$ cat config.mk
export PLATFORM = sky130hd
export DESIGN_NAME = sobel_edge_detect_3x3_flat
export DESIGN_NICKNAME = d
export VERILOG_FILES = /design/src/rtl/vid_pkg.sv /design/src/rtl/sobel_edge_detect_3x3_if.sv /design/src/rtl/abs_diff_u10.sv /design/src/rtl/sobel_edge_detect_3x3.sv /design/src/flat_wrapper.sv
export SDC_FILE = /design/constraint.sdc
export NUM_CORES = 1
export LEC_CHECK = 0
export ABC_AREA = 0
export ABC_CLOCK_PERIOD_IN_PS = 3200
export CORE_ASPECT_RATIO = 1.5
export CORE_MARGIN = 5
export CORE_UTILIZATION = 45
export CTS_BUF_LIST = sky130_fd_sc_hd__clkbuf_4 sky130_fd_sc_hd__clkbuf_8
export CTS_CLUSTER_SIZE = 20
export DETAILED_ROUTE_END_ITERATION = 12
export PLACE_DENSITY = 0.72
export SYNTH_ARGS = -nofsm -noshare
export SYNTH_HDL_FRONTEND = slang
export SYNTH_SLANG_ARGS = --single-unit
$ cat constraint.sdc
create_clock -name clk -period 3.2 [get_ports clk]
set_input_delay 0.48 -clock clk [delete_from_list [all_inputs] [get_ports clk]]
set_output_delay 0.48 -clock clk [all_outputs]
set_load 0.02 [all_outputs]
$ cat src/rtl/vid_pkg.sv
// Width constants shared by the video pipeline stages, plus the 8-bit
// saturation helper used where the gradient magnitude leaves the pipeline.
package vid_pkg;

  localparam int PIX_W  = 8;
  localparam int X_W    = 11;
  localparam int Y_W    = 10;
  localparam int GSUM_W = 10;
  localparam int GMAG_W = 11;

  function automatic logic [PIX_W-1:0] sat_pix(input logic [GMAG_W-1:0] v);
    if (v[GMAG_W-1:PIX_W] != '0) begin
      sat_pix = {PIX_W{1'b1}};
    end else begin
      sat_pix = v[PIX_W-1:0];
    end
  endfunction

endpackage

$ cat src/rtl/sobel_edge_detect_3x3_if.sv
// Pixel stream bundle between the 3x3 matrix generator and the edge detector:
// window taps, strobes and coordinates in, edge pixel stream out.
interface sobel_edge_detect_3x3_if;
  import vid_pkg::*;

  logic             per_frame_vsync;
  logic             per_frame_href;
  logic             per_frame_clken;
  logic [PIX_W-1:0] matrix_p11, matrix_p12, matrix_p13;
  logic [PIX_W-1:0] matrix_p21, matrix_p22, matrix_p23;
  logic [PIX_W-1:0] matrix_p31, matrix_p32, matrix_p33;
  logic [X_W-1:0]   per_setx;
  logic [Y_W-1:0]   per_sety;

  logic             post_frame_vsync;
  logic             post_frame_href;
  logic             post_frame_clken;
  logic             post_img_bit;
  logic [PIX_W-1:0] post_img_mag;
  logic [X_W-1:0]   post_setx;
  logic [Y_W-1:0]   post_sety;

  modport master (
    output per_frame_vsync, per_frame_href, per_frame_clken,
    output matrix_p11, matrix_p12, matrix_p13,
    output matrix_p21, matrix_p22, matrix_p23,
    output matrix_p31, matrix_p32, matrix_p33,
    output per_setx, per_sety,
    input  post_frame_vsync, post_frame_href, post_frame_clken,
    input  post_img_bit, post_img_mag, post_setx, post_sety
  );

  modport slave (
    input  per_frame_vsync, per_frame_href, per_frame_clken,
    input  matrix_p11, matrix_p12, matrix_p13,
    input  matrix_p21, matrix_p22, matrix_p23,
    input  matrix_p31, matrix_p32, matrix_p33,
    input  per_setx, per_sety,
    output post_frame_vsync, post_frame_href, post_frame_clken,
    output post_img_bit, post_img_mag, post_setx, post_sety
  );

endinterface

$ cat src/rtl/abs_diff_u10.sv
// Unsigned absolute difference of two partial Sobel sums; never wraps.
module abs_diff_u10
  import vid_pkg::*;
(
  input  logic [GSUM_W-1:0] a_i,
  input  logic [GSUM_W-1:0] b_i,
  output logic [GSUM_W-1:0] diff_o
);

  // Subtract the smaller operand from the larger one
  always_comb begin
    if (a_i >= b_i) begin
      diff_o = a_i - b_i;
    end else begin
      diff_o = b_i - a_i;
    end
  end

endmodule

$ cat src/rtl/sobel_edge_detect_3x3.sv
// Three-stage Sobel edge detector (|Gx|+|Gy|) with threshold, border masking,
// centre-aligned coordinates and a saturating per-frame edge-pixel counter.
module sobel_edge_detect_3x3
  import vid_pkg::*;
#(
  parameter int IMG_HDISP = 1280,
  parameter int IMG_VDISP = 720,
  parameter int CNT_W     = 20
) (
  input  logic                   clk,
  input  logic                   rst,
  sobel_edge_detect_3x3_if.slave vif,
  input  logic [PIX_W-1:0]       threshold,
  output logic [CNT_W-1:0]       edge_count,
  output logic                   count_valid
);

  if (IMG_HDISP < 3 || IMG_HDISP > (1 << X_W) || IMG_VDISP < 3 ||
      IMG_VDISP > (1 << Y_W) || (2.0 ** CNT_W) < (IMG_HDISP * 1.0 * IMG_VDISP)) begin : g_bad_cfg
    $error("sobel_edge_detect_3x3: frame size does not fit coordinate or counter widths");
  end

  logic [GSUM_W-1:0] gxp_d, gxn_d, gyp_d, gyn_d;
  logic [GSUM_W-1:0] gxp_q, gxn_q, gyp_q, gyn_q;
  logic [GSUM_W-1:0] adx_s, ady_s;
  logic              win1_d, win1_q, win2_q;
  logic [X_W-1:0]    x1_d, x1_q, x2_q, x3_q;
  logic [Y_W-1:0]    y1_d, y1_q, y2_q, y3_q;
  logic [2:0]        strb1_q, strb2_q, strb3_q;
  logic [GMAG_W-1:0] sum_d, sum_q;
  logic [PIX_W-1:0]  thr_q, mag_d, mag_q;
  logic              bit_d, bit_q;
  logic [CNT_W-1:0]  acc_d, acc_q, edge_count_d, edge_count_q;
  logic              count_valid_d, count_valid_q, vs_prev_q;
  logic              vs_rise_s, incr_s;

  // Stage 1: weighted partial sums, border flag and centre coordinates
  always_comb begin
    gxp_d  = GSUM_W'(vif.matrix_p13) + GSUM_W'({vif.matrix_p23, 1'b0}) + GSUM_W'(vif.matrix_p33);
    gxn_d  = GSUM_W'(vif.matrix_p11) + GSUM_W'({vif.matrix_p21, 1'b0}) + GSUM_W'(vif.matrix_p31);
    gyp_d  = GSUM_W'(vif.matrix_p31) + GSUM_W'({vif.matrix_p32, 1'b0}) + GSUM_W'(vif.matrix_p33);
    gyn_d  = GSUM_W'(vif.matrix_p11) + GSUM_W'({vif.matrix_p12, 1'b0}) + GSUM_W'(vif.matrix_p13);
    win1_d = (vif.per_setx >= X_W'(2'd2)) && (vif.per_sety >= Y_W'(2'd2));
    x1_d   = (vif.per_setx == '0) ? '0 : vif.per_setx - X_W'(1'b1);
    y1_d   = (vif.per_sety == '0) ? '0 : vif.per_sety - Y_W'(1'b1);
  end

  abs_diff_u10 u_abs_x (.a_i(gxp_q), .b_i(gxn_q), .diff_o(adx_s));
  abs_diff_u10 u_abs_y (.a_i(gyp_q), .b_i(gyn_q), .diff_o(ady_s));

  // Stages 2 and 3: magnitude sum, then saturation and thresholding
  always_comb begin
    sum_d = GMAG_W'(adx_s) + GMAG_W'(ady_s);
    mag_d = '0;
    bit_d = 1'b0;
    if (win2_q) begin
      mag_d = sat_pix(sum_q);
      bit_d = (sum_q >= GMAG_W'(thr_q));
    end else begin
      mag_d = '0;
      bit_d = 1'b0;
    end
  end

  assign vs_rise_s = strb3_q[2] && !vs_prev_q;
  assign incr_s    = strb3_q[0] && bit_q;

  // Frame accumulator: a pixel landing on the vsync rise opens the new frame
  always_comb begin
    acc_d         = acc_q;
    edge_count_d  = edge_count_q;
    count_valid_d = 1'b0;
    if (vs_rise_s) begin
      edge_count_d  = acc_q;
      count_valid_d = 1'b1;
      acc_d         = incr_s ? CNT_W'(1'b1) : '0;
    end else if (incr_s && (acc_q != {CNT_W{1'b1}})) begin
      acc_d = acc_q + CNT_W'(1'b1);
    end else begin
      acc_d = acc_q;
    end
  end

  // Pipeline and counter registers
  always_ff @(posedge clk) begin
    if (rst) begin
      gxp_q <= '0; gxn_q <= '0; gyp_q <= '0; gyn_q <= '0;
      win1_q <= 1'b0; win2_q <= 1'b0;
      x1_q <= '0; x2_q <= '0; x3_q <= '0;
      y1_q <= '0; y2_q <= '0; y3_q <= '0;
      strb1_q <= '0; strb2_q <= '0; strb3_q <= '0;
      sum_q <= '0; thr_q <= '0; mag_q <= '0; bit_q <= 1'b0;
      acc_q <= '0; edge_count_q <= '0; count_valid_q <= 1'b0; vs_prev_q <= 1'b0;
    end else begin
      gxp_q <= gxp_d; gxn_q <= gxn_d; gyp_q <= gyp_d; gyn_q <= gyn_d;
      win1_q <= win1_d; win2_q <= win1_q;
      x1_q <= x1_d; x2_q <= x1_q; x3_q <= x2_q;
      y1_q <= y1_d; y2_q <= y1_q; y3_q <= y2_q;
      strb1_q <= {vif.per_frame_vsync, vif.per_frame_href, vif.per_frame_clken};
      strb2_q <= strb1_q;
      strb3_q <= strb2_q;
      sum_q <= sum_d; thr_q <= threshold; mag_q <= mag_d; bit_q <= bit_d;
      acc_q <= acc_d; edge_count_q <= edge_count_d; count_valid_q <= count_valid_d;
      vs_prev_q <= strb3_q[2];
    end
  end

  assign vif.post_frame_vsync = strb3_q[2];
  assign vif.post_frame_href  = strb3_q[1];
  assign vif.post_frame_clken = strb3_q[0];
  assign vif.post_img_bit     = bit_q;
  assign vif.post_img_mag     = mag_q;
  assign vif.post_setx        = x3_q;
  assign vif.post_sety        = y3_q;
  assign edge_count           = edge_count_q;
  assign count_valid          = count_valid_q;

endmodule

$ cat src/flat_wrapper.sv
// flat-port wrapper written by rule: the top's interface ports become plain ports
module sobel_edge_detect_3x3_flat import vid_pkg::*;
#(
  parameter int IMG_HDISP = 1280,
  parameter int IMG_VDISP = 720,
  parameter int CNT_W     = 20
)
  (clk, rst, threshold, edge_count, count_valid, vif_per_frame_vsync, vif_per_frame_href, vif_per_frame_clken, vif_matrix_p11, vif_matrix_p12, vif_matrix_p13, vif_matrix_p21, vif_matrix_p22, vif_matrix_p23, vif_matrix_p31, vif_matrix_p32, vif_matrix_p33, vif_per_setx, vif_per_sety, vif_post_frame_vsync, vif_post_frame_href, vif_post_frame_clken, vif_post_img_bit, vif_post_img_mag, vif_post_setx, vif_post_sety);
  sobel_edge_detect_3x3_if vif_i ();
  input  logic clk;
  input  logic rst;
  input  logic [PIX_W-1:0] threshold;
  output logic [CNT_W-1:0] edge_count;
  output logic count_valid;
  input wire logic [$bits(vif_i.per_frame_vsync)-1:0] vif_per_frame_vsync;
  input wire logic [$bits(vif_i.per_frame_href)-1:0] vif_per_frame_href;
  input wire logic [$bits(vif_i.per_frame_clken)-1:0] vif_per_frame_clken;
  input wire logic [$bits(vif_i.matrix_p11)-1:0] vif_matrix_p11;
  input wire logic [$bits(vif_i.matrix_p12)-1:0] vif_matrix_p12;
  input wire logic [$bits(vif_i.matrix_p13)-1:0] vif_matrix_p13;
  input wire logic [$bits(vif_i.matrix_p21)-1:0] vif_matrix_p21;
  input wire logic [$bits(vif_i.matrix_p22)-1:0] vif_matrix_p22;
  input wire logic [$bits(vif_i.matrix_p23)-1:0] vif_matrix_p23;
  input wire logic [$bits(vif_i.matrix_p31)-1:0] vif_matrix_p31;
  input wire logic [$bits(vif_i.matrix_p32)-1:0] vif_matrix_p32;
  input wire logic [$bits(vif_i.matrix_p33)-1:0] vif_matrix_p33;
  input wire logic [$bits(vif_i.per_setx)-1:0] vif_per_setx;
  input wire logic [$bits(vif_i.per_sety)-1:0] vif_per_sety;
  output wire logic [$bits(vif_i.post_frame_vsync)-1:0] vif_post_frame_vsync;
  output wire logic [$bits(vif_i.post_frame_href)-1:0] vif_post_frame_href;
  output wire logic [$bits(vif_i.post_frame_clken)-1:0] vif_post_frame_clken;
  output wire logic [$bits(vif_i.post_img_bit)-1:0] vif_post_img_bit;
  output wire logic [$bits(vif_i.post_img_mag)-1:0] vif_post_img_mag;
  output wire logic [$bits(vif_i.post_setx)-1:0] vif_post_setx;
  output wire logic [$bits(vif_i.post_sety)-1:0] vif_post_sety;
  assign vif_i.per_frame_vsync = vif_per_frame_vsync;
  assign vif_i.per_frame_href = vif_per_frame_href;
  assign vif_i.per_frame_clken = vif_per_frame_clken;
  assign vif_i.matrix_p11 = vif_matrix_p11;
  assign vif_i.matrix_p12 = vif_matrix_p12;
  assign vif_i.matrix_p13 = vif_matrix_p13;
  assign vif_i.matrix_p21 = vif_matrix_p21;
  assign vif_i.matrix_p22 = vif_matrix_p22;
  assign vif_i.matrix_p23 = vif_matrix_p23;
  assign vif_i.matrix_p31 = vif_matrix_p31;
  assign vif_i.matrix_p32 = vif_matrix_p32;
  assign vif_i.matrix_p33 = vif_matrix_p33;
  assign vif_i.per_setx = vif_per_setx;
  assign vif_i.per_sety = vif_per_sety;
  assign vif_post_frame_vsync = vif_i.post_frame_vsync;
  assign vif_post_frame_href = vif_i.post_frame_href;
  assign vif_post_frame_clken = vif_i.post_frame_clken;
  assign vif_post_img_bit = vif_i.post_img_bit;
  assign vif_post_img_mag = vif_i.post_img_mag;
  assign vif_post_setx = vif_i.post_setx;
  assign vif_post_sety = vif_i.post_sety;
  sobel_edge_detect_3x3 #(.IMG_HDISP(IMG_HDISP), .IMG_VDISP(IMG_VDISP), .CNT_W(CNT_W)) u_core (.clk(clk), .rst(rst), .vif(vif_i), .threshold(threshold), .edge_count(edge_count), .count_valid(count_valid));
endmodule
==> results of run 1 <==
==> state kept, by name (all words and copies together) (netlist names), 3 cells and up <==
register / cells
u_core.sum_q: 11
u_core.vif.post_img_mag: 8
u_core.thr_q: 8
u_core.gyp_q: 10
u_core.vif.post_sety: 10
u_core.x2_q: 11
u_core.strb1_q: 3
u_core.edge_count: 20
u_core.gyn_q: 10
u_core.acc_q: 20
u_core.gxn_q: 10
u_core.strb2_q: 3
u_core.y1_q: 10
u_core.y2_q: 10
u_core.x1_q: 11
u_core.vif.post_setx: 11
u_core.gxp_q: 10
u_core.strb3_q: 3
==> what timing repair did <==
action                                  in CTS  in global routing
pin swaps                                   19                 25
resized for setup                           31                 19
endpoints found under the setup margin       7                  8
setup buffers                                7                  9
==> routing by layer <==
| metal | wire length [um] | global-route usage [%] | up-vias |
|---|---|---|---|
| li1 | - | - | 3983 |
| met2 | 11500 | 34.1 | 157 |
| met3 | 1070 | 3.98 | 32 |
| met1 | 8310 | 18.3 | 3488 |
| met5 | 0 | 0 | - |
| met4 | 600 | 6.69 | 0 |
==> synth_stat cells, types with 3 or more instances <==
cell | count | share of area [%]
mux2i_1 | 19 | 1.9
xor2_1 | 24 | 2.1
nor2_1 | 94 | 3.6
fa_1 | 37 | 7.6
and4_1 | 3 | 0.27
nand2_1 | 48 | 1.8
a22o_1 | 12 | 1.1
clkbuf_2 | 3 | 0.15
dfxtp_1 | 184 | 38
nor3_1 | 39 | 2.0
a21oi_1 | 52 | 2.7
nor3b_1 | 6 | 0.46
nor4_1 | 8 | 0.51
or3_1 | 9 | 0.57
nor2b_1 | 88 | 5.6
o21bai_1 | 5 | 0.38
o21a_1 | 30 | 2.3
inv_1 | 95 | 3.6
nand4_1 | 9 | 0.57
and3_1 | 3 | 0.19
xnor2_1 | 29 | 2.6
a2111oi_1 | 3 | 0.31
a211oi_1 | 3 | 0.23
o31ai_1 | 3 | 0.23
nand2b_1 | 8 | 0.51
o21ai_1 | 5 | 0.26
ha_1 | 97 | 12
o21ai_0 | 30 | 1.5
clkbuf_1 | 22 | 0.84
nand3_1 | 10 | 0.51
o31a_1 | 5 | 0.45
o22ai_1 | 4 | 0.26
a21boi_0 | 5 | 0.38
a21o_1 | 15 | 1.1
buf_2 | 3 | 0.15
==> worst paths after layout <==
check / endpoint / slack [ps] / cells past startpoint
max: u_core.sum_q[7] / -220 / 16
min: u_core.vif.post_setx[4] / 440 / 1
max reg2reg: u_core.sum_q[7] / -220 / 16
min reg2reg: u_core.vif.post_setx[4] / 440 / 1
==> power by group <==
part | internal, W | switching, W | total (W)
Sequential | 0.00252 | 0.0000954 | 0.00262
Combinational | 0.00314 | 0.00279 | 0.00593
Clock | 0.000707 | 0.000819 | 0.00153
Total | 0.00637 | 0.00371 | 0.0101
==> stage by stage <==
stage          hold slack [ps]  setup TNS (ps)  utilization (%)
5_1_grt                    444           -2220             59.6
4_1_cts                    419            -989             59.0
3_3_place_gp               416           -2200             56.4
6_report                   439           -1130             59.6
3_5_place_dp               420           -3240             56.4
2_1_floorplan              414           -54.0                -
==> kinds of logic after synthesis <==
family	share of synthesized area, %
buffers and inverters	5.13
muxes	2.32
and+or+nand+nor	17.4
DFF	37.6
AOI/OAI and AO/OA	12.8
xor gates and xnor gates	4.74
adders and majority gates	19.9
==> cell type report <==
cell class                      count  area, um^2  share of cell area [%]
Tap cell                          272         340                    2.65
Sequential cell                   184        3690                    28.7
Multi-Input combinational cell    732        5780                    45.0
Clock inverter                     13         150                    1.17
Timing Repair Buffer              249        2280                    17.7
Clock buffer                       18         241                    1.88
Inverter                           96         360                    2.81
==> worst max-delay path, delay by kind of cell, from the launching register on <==
kind	cells	cell delay, ps
compound gates	8	1280
fa+ha+maj	3	760
mux	2	670
flops	1	330
simple gates	1	180
buf+inv	2	100
==> run_results.csv, run 1 <==
group,metric,value,unit
sta,period_share,107,%
worst_setup_path,startpoint_type,"flip-flop",
sta,drv_slew,0,
worst_setup_path,cp.required,3560,ps
worst_setup_path,end_kind,"flip-flop",
die,io_pins,160,
power_and_ir_drop,irDropWorstVdd,0.664,mV
synthesis,synth-seq-area-share,37.6,%
synthesis,synth_area_per_cell,9.38,um^2
clocking,cts_sinks,184,
worst_setup_path,setup.worst_path.start,"u_core.gyp_q[0]",
cells_and_area,fin_area,12800,um^2
die,die_area,24900,um^2
clocking,path_clk_slew,90,ps
power_and_ir_drop,power,0.0101,W
drt,routedWlPerCell,13.8,um
placed_design,dp_cells,1518,
synthesis,ys_ff_latch,184,
synthesis,synth.distinct_cells,61,
synthesis,ys_warn_count,0,
synthesis,synthesis.area,9800,um^2
sta,timing.fmax,0.292,GHz
grt,grt_pass1_vias,7816,
sta,layout_min_cycle_time,3420,ps
clocking,cts_root_buf,"clkbuf_8",
sta,hold_violations,0,
grt,grt_usage,17.8,%
clocking,cts_hold_buf,0,
worst_setup_path,critPathKind,"flip-flop to flip-flop",
synthesis,synth_edf_count,0,
synthesis,synth_ff_type,"dfxtp_1",
sta,grt_setup_unrepaired,"true",
drt,vias,7660,
cells_and_area,final_cells,1564,
cells_and_area,area_growth,31.1,%
power_and_ir_drop,leakagePower,5.38,nW
die,core_area,21600,um^2
job,drv_cap,0,
placed_design,gp_congestion,0.842,
placed_design,post-dp-hpwl,17.2,mm
sta,final.setup_skew,6.57,ps
sta,final.setup.worst_slack,-224,ps
cells_and_area,diodes,0,
worst_hold_path,hp-start,"u_core.x2_q[4]",
die,die_w,130,um
die,std_cell_rows,66,
worst_setup_path,crit_chain,"inv_2 > ha_4 > inv_2 > fa_2 > a211oi_2 > o211ai_1 > nand2_1 > a21oi_4 > mux2_4 > ha_4 > a21o_1 > a21oi_2 > o21a_1 > o21ai_2 > a21oi_2 > mux2_4",
worst_setup_path,r2r-start,"u_core.gyp_q[0]",
drt,via_per_inst,4.90,
placed_design,port_buffers,151,
clocking,cts_buffer_depth,2,
drt,wirelength,21.5,mm
synthesis,synth.net_count,1284,
worst_setup_path,crit_path_max_fanout,6,
worst_setup_path,cp_slowest_cell,"fa_2",
grt,grt_max_degree,75,
clocking,htreeDepth,4,
clocking,worstSkewPairLatency,460,ps
cells_and_area,final_common_cell,"dfxtp_1",
cells_and_area,layout_common_cells,"dfxtp_1 (180), clkdlybuf4s50_1 (150), nor2_1 (93)",
sta,relSlewSlack,42.7,%
clocking,cts_buffers,17,
run_status,status,"finished, violations left",
cells_and_area,layout-drive-gt1-share,13.7,%
grt,overflow,0,
drt,drtAntennaViolNets,0,
worst_hold_path,worst_hold_path_type,"flip-flop to flip-flop",
die,die_h,191,um
cells_and_area,final_nets,1520,
run_status,failed_checks,"negative setup slack",
drt,dr.pass1.iters,4,
clocking,cts_tree,"done",
synthesis,synth_cells,1044,
worst_setup_path,arrival,3780,ps
power_and_ir_drop,pwr_density_cell,784,nW/um^2
grt,grt_antenna_before_repair,0,
drt,drc_errors,0,
synthesis,synth-async-reset-ratio,0,%
die,start_util,45.5,%
drt,drtIter0Drc,252,
cells_and_area,n_fill_cell,1834,
placed_design,place_ws,-464,ps
grt,grt_pass1_wl,35.6,mm
sta,finalSetupViolCount,7,
worst_setup_path,slowest_delay,400,ps
placed_design,place_area,12100,um^2
sta,worst_pin_slew,858,ps
(Power assumes the default switching activity.)
==> run 2, diff against run 1 <==
CTS_BUF_LIST = sky130_fd_sc_hd__clkbuf_2 sky130_fd_sc_hd__clkbuf_4 sky130_fd_sc_hd__clkbuf_8   (was sky130_fd_sc_hd__clkbuf_4 sky130_fd_sc_hd__clkbuf_8)
PLACE_DENSITY = 0.71   (was 0.72)
SYNTH_HIERARCHICAL = 1   (was unset)
==> run_results.csv, run 2 <==
group,metric,value,unit
worst_setup_path,cp.required,3540,ps
synthesis,synth_area_per_cell,9.69,um^2
die,io_pins,160,
die,start_util,45.6,%
sta,final.setup_skew,9.00,ps
drt,via_per_inst,5.15,
drt,drc_errors,0,
power_and_ir_drop,p_sw_share,36.1,%
placed_design,post-dp-hpwl,19.1,mm
sta,final.setup.worst_slack,-348,ps
grt,grt_pass1_wl,38.6,mm
clocking,cts_sinks,184,
worst_setup_path,cp_slowest_cell,"or4b_4",
clocking,cts_buffer_depth,2,
sta,drv_slew,0,
sta,worst_pin_slew,776,ps
worst_setup_path,critPathKind,"flip-flop to flip-flop",
clocking,cts_tree,"done",
sta,finalSetupViolCount,6,
power_and_ir_drop,irDropWorstVdd,0.593,mV
worst_hold_path,worst_hold_path_type,"input port to flip-flop",
job,drv_cap,0,
drt,routedWlPerCell,14.9,um
worst_setup_path,startpoint_type,"flip-flop",
placed_design,port_buffers,151,
synthesis,ys_top_cells_by_area,"dfxtp_1 (36%), ha_1 (12%), fa_1 (7.3%)",
clocking,cts_root_buf,"clkbuf_8",
worst_setup_path,cpLargestDelayFamily,"compound AO/OA/AOI/OAI gates",
clocking,path_clk_slew,90,ps
sta,relSlewSlack,47.9,%
power_and_ir_drop,clock_power_share,16.8,%
grt,grt_usage,18.2,%
worst_setup_path,cp_num_buf_inv,1,
cells_and_area,final_common_cell,"dfxtp_1",
die,core_area,22400,um^2
die,std_cell_rows,67,
power_and_ir_drop,power,0.00986,W
synthesis,synth_cells,1053,
cells_and_area,area_growth,28.3,%
clocking,cts_buffers,17,
synthesis,synthesis.area,10200,um^2
die,die_w,133,um
cells_and_area,layout_common_cells,"dfxtp_1 (176), clkdlybuf4s50_1 (150), nor2_1 (97)",
synthesis,ys_warn_count,6,
clocking,htreeDepth,4,
power_and_ir_drop,comb_power_share,56.5,%
placed_design,gp_congestion,0.909,
grt,grt_antenna_before_repair,0,
worst_setup_path,crit_path_max_fanout,5,
sta,period_share,111,%
drt,vias,8022,
die,die_area,25800,um^2
grt,grt_pass1_vias,8390,
power_and_ir_drop,pwr_density_cell,753,nW/um^2
clocking,cts_hold_buf,0,
clocking,worstSkewPairLatency,460,ps
synthesis,synth-seq-area-share,36.1,%
cells_and_area,final_nets,1513,
power_and_ir_drop,p_int,0.00630,W
synthesis,ys_ff_latch,184,
worst_setup_path,arrival,3890,ps
cells_and_area,layout-drive-gt1-share,14.0,%
placed_design,place_ws,-469,ps
drt,drtIter0Drc,297,
synthesis,synth_most_common_cell,"dfxtp_1",
die,die_h,194,um
grt,overflow,0,
synthesis,synth_ff_type,"dfxtp_1",
sta,hold_violations,0,
power_and_ir_drop,leakagePower,5.53,nW
synthesis,synth.distinct_cells,75,
power_and_ir_drop,switchingPower,0.00356,W
worst_setup_path,crit_chain,"inv_1 > ha_1 > o21ai_0 > nor2_1 > a211o_1 > a21oi_4 > mux2i_1 > xor2_1 > ha_1 > nor2b_4 > o2111a_1 > or4b_4 > a21oi_2 > nor3_2",
cells_and_area,n_fill_cell,1908,
synthesis,synth_top_cell_by_area,"dfxtp_1",
drt,wirelength,23.3,mm
sta,grt_setup_unrepaired,"true",
worst_setup_path,slowest_delay,560,ps
worst_setup_path,crit_path_frequent_cell,"ha_1",
drt,drtAntennaViolNets,0,
power_and_ir_drop,pwr-share-seq,26.7,%
synthesis,synth_edf_count,0,
synthesis,synth-async-reset-ratio,0,%
sta,layout_min_cycle_time,3550,ps
sta,timing.fmax,0.282,GHz
synthesis,ys_top_cells_by_count,"dfxtp_1 (184), ha_1 (99), nor2_1 (97), inv_1 (89), nor2b_1 (86)",
synthesis,synth.net_count,1295,
cells_and_area,diodes,0,
run_status,status,"finished, violations left",
grt,grt_max_degree,55,
synthesis,yosys.area.top_type_share,36.1,%
drt,dr.pass1.iters,5,
run_status,failed_checks,"negative setup slack",
worst_setup_path,end_kind,"flip-flop",
[run 2: changes by cell type after synthesis, sizes merged, moves of 8 or more]
cell	delta
buf	+11
a22o	+8
nand2b	+9
o21a	-11
nand2	-19
nor3	-15
o21ai	-9
nand3	+12
[run 2: repair_timing]
action                                  in CTS  in global routing
pin swaps                                   18                  2
endpoints found under the setup margin       7                  7
buffers inserted                             4                  0
resized for setup                           22                  3
[run 2: routing by layer]
| metal | global-route usage, % | vias up | wire (um) |
|---|---|---|---|
| li1 | - | 4028 | - |
| met1 | 17.6 | 3751 | 8550 |
| met2 | 36.6 | 200 | 13000 |
| met3 | 3.91 | 43 | 1050 |
| met4 | 7.20 | 0 | 684 |
| met5 | 0 | - | 0 |
[run 2: worst paths after layout]
path	from	endpoint	slack (ps)	cells after the start
setup / recovery	u_core/gyp_q[8]	u_core/sum_q[8]	-350	14
hold / removal	rst	u_core/sum_q[1]	370	2
setup reg to reg	u_core/gyp_q[8]	u_core/sum_q[8]	-350	14
hold reg to reg	u_core/x2_q[1]	u_core/vif.post_setx[1]	440	1
[run 2: cell type report]
class,instances,area [um^2],share of cell area (%)
Timing Repair Buffer,238,2170,16.5
Sequential cell,184,3690,28.2
Inverter,89,334,2.55
Clock inverter,9,139,1.06
Multi-Input combinational cell,741,6120,46.8
Clock buffer,22,290,2.22
Tap cell,276,345,2.64
[run 2: kinds of logic (layout without fill, tap and decap cells)]
kind of cell	count (synthesis)	count (layout)	share of synthesized area (%)
xor gates and xnor gates	55	55	4.72
DFF	184	184	36.1
adders and majority gates	136	136	19.4
and+or+nand+nor	319	319	16.6
muxes	35	35	3.56
AOI/OAI and AO/OA	196	196	14.1
buffers and inverters	128	358	5.47
[run 2: per-stage QoR]
stage	hold slack, ps	util, %	instance area [um^2]	TNS [ps]	cells
3_3_place_gp	415	56.0	12500	-1980	1524
4_1_cts	336	58.4	13100	-1610	1559
5_1_grt	346	58.5	13100	-2550	1559
2_1_floorplan	414	-	10300	-951	1053
6_report	365	58.5	13100	-1530	1559
3_5_place_dp	420	56.0	12500	-2880	1524
[run 2: power groups by stage]
stage                     Combinational, W  Sequential, W  Clock, W
final                              0.00557        0.00263   0.00166
after global routing               0.00612        0.00266   0.00181
after CTS                          0.00555        0.00264   0.00171
after detailed placement           0.00528        0.00269         0
after global placement             0.00517        0.00268         0
after floorplan                    0.00360        0.00268         0
